`src/rtl/hrmpp_pkg.sv`:
```
// Shared widths, sizes and helpers for the placement pipeline output stage.
package hrmpp_pkg;

  localparam int unsigned W_WIDTH      = 8;
  localparam int unsigned W_ID         = 4;
  localparam int unsigned W_CNT        = 4;
  localparam int unsigned NUM_STRIPS   = 1 << W_ID;
  localparam int unsigned STRIP_HEIGHT = 8;

  // True when STRIP_HEIGHT is a power of two, so the y multiply reduces to a shift.
  localparam bit HEIGHT_IS_POW2 = (STRIP_HEIGHT != 0) && ((STRIP_HEIGHT & (STRIP_HEIGHT - 1)) == 0);

  // y origin of a strip: id * STRIP_HEIGHT, truncated to the index width.
  function automatic logic [W_WIDTH-1:0] strip_y(input logic [W_ID-1:0] id);
    logic [W_WIDTH+W_ID-1:0] prod;
    prod = (W_WIDTH + W_ID)'(id) * (W_WIDTH + W_ID)'(STRIP_HEIGHT);
    return prod[W_WIDTH-1:0];
  endfunction

endpackage

```
`src/rtl/strip_state_table.sv`:
```
// Per-strip record of occupied width and closed ("struck") flag.
// One synchronous write port, combinational read of the addressed entry.
module strip_state_table
  import hrmpp_pkg::*;
(
  input  logic               clk,
  input  logic               rst,
  input  logic               wr_en,
  input  logic [W_ID-1:0]    wr_id,
  input  logic [W_WIDTH-1:0] wr_width,
  input  logic               wr_struck,
  input  logic [W_ID-1:0]    rd_id,
  output logic               rd_struck,
  output logic [W_WIDTH-1:0] rd_width
);

  logic [NUM_STRIPS-1:0][W_WIDTH-1:0] width_q, width_d;
  logic [NUM_STRIPS-1:0]              struck_q, struck_d;

  // Next-state of the table: only the addressed entry changes on a write.
  always_comb begin
    width_d  = width_q;
    struck_d = struck_q;
    if (wr_en) begin
      width_d[wr_id]  = wr_width;
      struck_d[wr_id] = wr_struck;
    end
  end

  // Table registers, cleared by reset regardless of any concurrent write.
  always_ff @(posedge clk) begin
    if (rst) begin
      width_q  <= '0;
      struck_q <= '0;
    end else begin
      width_q  <= width_d;
      struck_q <= struck_d;
    end
  end

  // Read port sees the registered table; a write lands one edge later.
  always_comb begin
    rd_struck = struck_q[rd_id];
    rd_width  = width_q[rd_id];
  end

endmodule

```
`src/rtl/end_part_top_module.sv`:
```
// Output stage of the placement pipeline: validates each placement against
// the strip table and registers the resulting (x, y) and strike count.
module end_part_top_module
  import hrmpp_pkg::*;
(
  input  logic               clk,
  input  logic               rst,
  input  logic               strike_flag_write,
  input  logic [W_ID-1:0]    strip_ID_write,
  input  logic [W_WIDTH-1:0] old_occupied_width_write,
  input  logic [W_WIDTH-1:0] new_occupied_width_write,
  input  logic [W_CNT-1:0]   strike_counter_write,
  output logic [W_WIDTH-1:0] index_x_output,
  output logic [W_WIDTH-1:0] index_y_output,
  output logic [W_CNT-1:0]   strike_counter_output
);

  logic               strip_struck;
  logic [W_WIDTH-1:0] strip_width;
  logic               write_ok;
  logic [W_WIDTH-1:0] y_origin;

  logic [W_WIDTH-1:0] index_x_q, index_x_d;
  logic [W_WIDTH-1:0] index_y_q, index_y_d;
  logic [W_CNT-1:0]   strike_cnt_q, strike_cnt_d;

  // The stored width is kept for downstream bookkeeping; the upstream old
  // width is authoritative for x, so the record is not consulted here.
  logic unused_strip_width;
  assign unused_strip_width = ^strip_width;

  strip_state_table u_table (
    .clk       (clk),
    .rst       (rst),
    .wr_en     (write_ok),
    .wr_id     (strip_ID_write),
    .wr_width  (new_occupied_width_write),
    .wr_struck (strike_flag_write),
    .rd_id     (strip_ID_write),
    .rd_struck (strip_struck),
    .rd_width  (strip_width)
  );

  // A placement is accepted only if it grows the strip and the strip is open.
  always_comb begin
    write_ok = (new_occupied_width_write > old_occupied_width_write) && !strip_struck;
  end

  // y origin of the target strip; a plain shift for power-of-two heights.
  always_comb begin
    if (HEIGHT_IS_POW2) begin
      y_origin = W_WIDTH'(strip_ID_write) << $clog2(STRIP_HEIGHT);
    end else begin
      y_origin = strip_y(strip_ID_write);
    end
  end

  // Output next-state: load on an accepted placement, otherwise hold.
  always_comb begin
    index_x_d    = index_x_q;
    index_y_d    = index_y_q;
    strike_cnt_d = strike_cnt_q;
    if (write_ok) begin
      index_x_d    = old_occupied_width_write;
      index_y_d    = y_origin;
      strike_cnt_d = strike_counter_write;
    end
  end

  // Output registers; reset wins over any same-cycle write.
  always_ff @(posedge clk) begin
    if (rst) begin
      index_x_q    <= '0;
      index_y_q    <= '0;
      strike_cnt_q <= '0;
    end else begin
      index_x_q    <= index_x_d;
      index_y_q    <= index_y_d;
      strike_cnt_q <= strike_cnt_d;
    end
  end

  // Outputs come straight from flops.
  always_comb begin
    index_x_output        = index_x_q;
    index_y_output        = index_y_q;
    strike_counter_output = strike_cnt_q;
  end

endmodule

```
`config.mk`:
```
export PLATFORM = sky130hd
export DESIGN_NAME = end_part_top_module
export DESIGN_NICKNAME = d
export VERILOG_FILES = /design/src/rtl/hrmpp_pkg.sv /design/src/rtl/strip_state_table.sv /design/src/rtl/end_part_top_module.sv
export SDC_FILE = /design/constraint.sdc
export NUM_CORES = 1
export LEC_CHECK = 0
export ABC_CLOCK_PERIOD_IN_PS = 3690
export BUFFER_PORTS_ARGS = -buffer_cell sky130_fd_sc_hd__buf_2
export CAP_MARGIN = 20
export CORE_UTILIZATION = 60
export CTS_CLUSTER_SIZE = 10
export DETAILED_ROUTE_END_ITERATION = 12
export PLACE_DENSITY = 0.79
export RECOVER_POWER = 50
export SLEW_MARGIN = 40
export SYNTH_ARGS = -nofsm -noshare
export SYNTH_HDL_FRONTEND = slang
export SYNTH_HIERARCHICAL = 1
export SYNTH_SLANG_ARGS = --single-unit
```
`constraint.sdc`:
```
create_clock -name clk -period 3.69 [get_ports clk]
set_input_delay 0 -clock clk [delete_from_list [all_inputs] [get_ports clk]]
set_output_delay 0 -clock clk [all_outputs]
set_load 0.01 [all_outputs]
```
# ---- Word-level counts from Yosys, hierarchy flattened
# Cells that the tools add are included.
dict set report totals {
  regBits 32
  word_cells 15
  in_bits 27
}
dict set report classes {
  n_reduce_logical 3
  mux 5
  n_lt_le_gt_ge 3
}
# op n
set ops {}
lappend ops {{16-bit bitwise mux} 1}
lappend ops {{8-bit greater-than comparator} 1}
lappend ops {{4-bit by 5-bit less-than comparator with 1-bit output, second input constant} 1}
lappend ops {{1-bit binary-select mux with 4-bit select} 1}
lappend ops {{1-bit demux with 4-bit select} 1}
lappend ops {{4-bit by 1-bit greater-or-equal comparator with 1-bit output, second input constant} 1}
lappend ops {{1-bit logical AND} 2}
lappend ops {{1-bit 2-to-1 mux} 2}
lappend ops {{1-bit zero test} 1}

# ---- Logic depth before layout (Yosys ltp)
dict set report logic_depth {
  word_depth 5
  mapped_depth 14
  depth_no_buf 9
}

# ---- Hierarchy
# Netlist, hierarchy kept.
# module cells_per_inst n_inst seq_area_each_um2 area_per_inst_um2
set by_module_without_submodules {}
lappend by_module_without_submodules {strip_state_table 762 1 2882.8 6723.9}
lappend by_module_without_submodules {end_part_top_module 101 1 320.3 958.4}

# ---- Least setup slack after synthesis
# No wires, ideal clock.
dict set report synth_path {
  path_kind {register -> register}
  start {register u_table.struck_q[1]}
  end {register, netlist name u_table/width_q[22]}
  path_slack_ns 0.911
  stages_incl_launch_ff 12
  arrival_ns 2.647
  cell_sequence {dfxtp_1 -> mux4_1 -> a22oi_1 -> nand2_1 -> a311o_1 -> a21oi_4 -> buf_12 -> or3b_1 -> buf_6 -> clkbuf_2 -> o21ai_1 -> a21oi_1}
}
# element line
set synth_lines {}
lappend synth_lines {{from (decl)} strip_state_table.sv:18} ;# logic [NUM_STRIPS-1:0] struck_q, struck_d;
lappend synth_lines {{from (signal assigned)} strip_state_table.sv:37} ;# struck_q <= struck_d;

# ---- Worst setup path in the final report
dict set report layout_path {
  start {register u_table.struck_q[13]}
  end {register u_table.struck_q[12]}
}
dict set report layout_between {
  elab_chain_len 4
}
# element line
set layout_rtl {}
lappend layout_rtl {{1-bit binary-select mux with 4-bit select} strip_state_table.sv:43} ;# rd_struck = struck_q[rd_id];
lappend layout_rtl {{1-bit 2-to-1 mux (not written as such)} strip_state_table.sv:43}
lappend layout_rtl {{via strip_struck} end_part_top_module.sv:18} ;# logic strip_struck;
lappend layout_rtl {{1-bit zero test} end_part_top_module.sv:46} ;# write_ok = (new_occupied_width_write > old_occupied_width_write) && !strip_struck;
lappend layout_rtl {{1-bit logical AND} end_part_top_module.sv:46}
# The timed path passes the listed nets, and every way through them passes these cells. The select of a mux whose other input is x is not followed.
# A chain may end at the register's enable or synchronous reset.

==> impl_metrics.toml <==
[status]
status = "complete, no violations"

[pwr]
switching_share = 0.294
peakVddDrop_uv = 229
power_density_nw_per_um2 = 347
switchingPower_mw = 0.220
power.total_mw = 0.747
p_seq_frac = 0.499
power_frac_clock = 0.287
combPwrFrac = 0.213
leakagePower_nw = 0.882
internal_power_mw = 0.527

[global_route]
globalRouteOverflowTotal = 0
grt_antenna_before_repair = 0
grt_usage = 0.236
first_global_vias = 1423
grt_pass1_wl_um = 6280
grt_max_degree = 49

[critical_path]
cp-start-kind = "flop"
cpPeakStageDelay_ns = 0.53
crit_family = "compound AO/OA/AOI/OAI gates"
crit_arrival_ns = 3.09
crit_required_ns = 3.97
cpMostUsedCell = "a21oi_1"
path_buf_inv = 1
crit_chain = "mux4_1 > a22oi_1 > nand2_1 > a311o_1 > a21oi_1 > buf_4 > and3_1 > nand3_1 > a21oi_1"
path_class = "reg2reg"
cp-end-kind = "flop"
cp_max_fo = 20
critPathSlowestCell = "mux4_1"

[sta]
setup_violations = 0
maxSlewViolCount = 0
worst_pin_slew_ns = 0.650
min_period_ns = 2.81
maxSlewHeadroom = 0.567
finalCritPeriodShare = 0.762
fmax_mhz = 356
final.setup.tns_ns = 0
fin_skew_ns = 0.0127
final_hold_viol_count = 0
rsz0062_at_grt = "false"

[routing]
drc = 0
drt-pass1-iter-count = 4
post_drt_wl_per_cell_um = 13.0
vias = 1578
via_per_inst = 5.37
drtIter0Drc = 72
wirelength_um = 3830
ant_nets = 0

[clocking]
ctsRootBufferMaster = "clkbuf_4"
clk_pin_slew_ns = 0.11
cts_buffers = 5
clk_latency_ns = 0.34
cts_max_level = 2
cts_tree = "built"
cts.path.max_buffers = 2
clkSinkCount = 32

[logic_synthesis]
netlist_area_um2 = 2030
postSynthAreaPerCell_um2 = 8.57
syn_inst = 237
yosys_warnings = 6

[floorplanning]
placementRows = 20
start_util = 0.650
io_pins = 47
die_w_um = 60.2
dieArea_um2 = 3620
core_area_um2 = 3130
dieHeight_um = 60.2

[job]
drv_cap = 0

[cells_and_area]
final_layout_size_suffix_gt1_frac = 0.148
area_growth_syn_to_layout_pct = 5.85
final_area_um2 = 2150
fin_nets = 284
diodes = 0

[placed_design]
gp_congestion = 0.830
dpl-instance-area_um2 = 2000
dp_hpwl_um = 2480
io_buffer_count = 42

[hold_path]
min_path_type = "in2reg"
[power by group through the flow]
stage | Sequential (mW) | Combinational [mW] | Clock [mW]
3_3_place_gp | 0.380 | 0.155 | 0
6_report | 0.373 | 0.159 | 0.215
3_5_place_dp | 0.381 | 0.156 | 0
5_1_grt | 0.376 | 0.176 | 0.233
4_1_cts | 0.373 | 0.166 | 0.216
2_1_floorplan | 0.389 | 0.125 | 0
[state kept, by name, indices dropped and copies added, names as in the netlist]
name                   flops
index_y_output             4
index_x_output             8
strike_counter_output      4
u_table/struck_q          16
[worst paths after layout]
path / startpoint / to / slack, ns / cells after the start
hold / removal: strip_ID_write[3] / index_y_output[6] / 0.03 / 3
hold reg to reg: strike_counter_output[0] / strike_counter_output[0] / 0.48 / 2
setup reg to reg: u_table/struck_q[13] / u_table/struck_q[12] / 0.88 / 9
setup / recovery: u_table/struck_q[13] / u_table/struck_q[12] / 0.88 / 9
[tightest hold or removal path, cell delays in order]
cell,delay [ns]
buf_2,0.17
nand2b_1,0.09
mux2i_1,0.06
[layer usage]
metal  track usage  vias up  wire length [um]
met5             0        -                 0
met4         0.103        0                70
met3        0.0476        9               257
met2         0.380       69              1810
met1         0.301      711              1690
li1              -      789                 -
[cell usage in the layout (no fill, tap or decap), types with 3 or more instances in the layout]
| master | instances |
|---|---|
| nor2b_1 | 5 |
| buf_2 | 26 |
| dfxtp_1 | 32 |
| mux2i_1 | 16 |
| dlygate4sd3_1 | 12 |
| o21ai_0 | 15 |
| a21oi_1 | 20 |
| nand2_1 | 3 |
| inv_1 | 8 |
| mux4_1 | 3 |
| nor2_1 | 3 |
| ha_1 | 8 |
| conb_1 | 4 |
| nand2b_1 | 34 |
| clkbuf_1 | 16 |
| clkbuf_4 | 5 |
| nand3_1 | 17 |
[stage by stage]
step / util / setup WS [ns] / hold WS [ns] / instances
global route: 0.688 / 0.736 / 0.0464 / 294
detailed placement: 0.640 / 1.11 / 0.270 / 274
global placement: 0.640 / 1.15 / 0.274 / 274
floorplan: - / 0.986 / 0.155 / 240
CTS: 0.698 / 1.12 / 0.0303 / 294
finish: 0.688 / 0.879 / 0.0324 / 294
[cell type report]
class                      count  area (um2)
multi-input combinational    147        1050
clock buffer                   6        51.3
inverter                       8        30.0
timing repair buffer          55         318
fill                         277         977
tap                           44        55.1
clock inverter                 2        10.0
sequential                    32         641
[repair_timing]
action / CTS / global route
resized for setup: 0 / 0
setup buffers: 0 / 0
hold buffers: 12 / 0
hold endpoints to repair: 12 / 0
No activity file was read; power rests on OpenSTA's default activity.
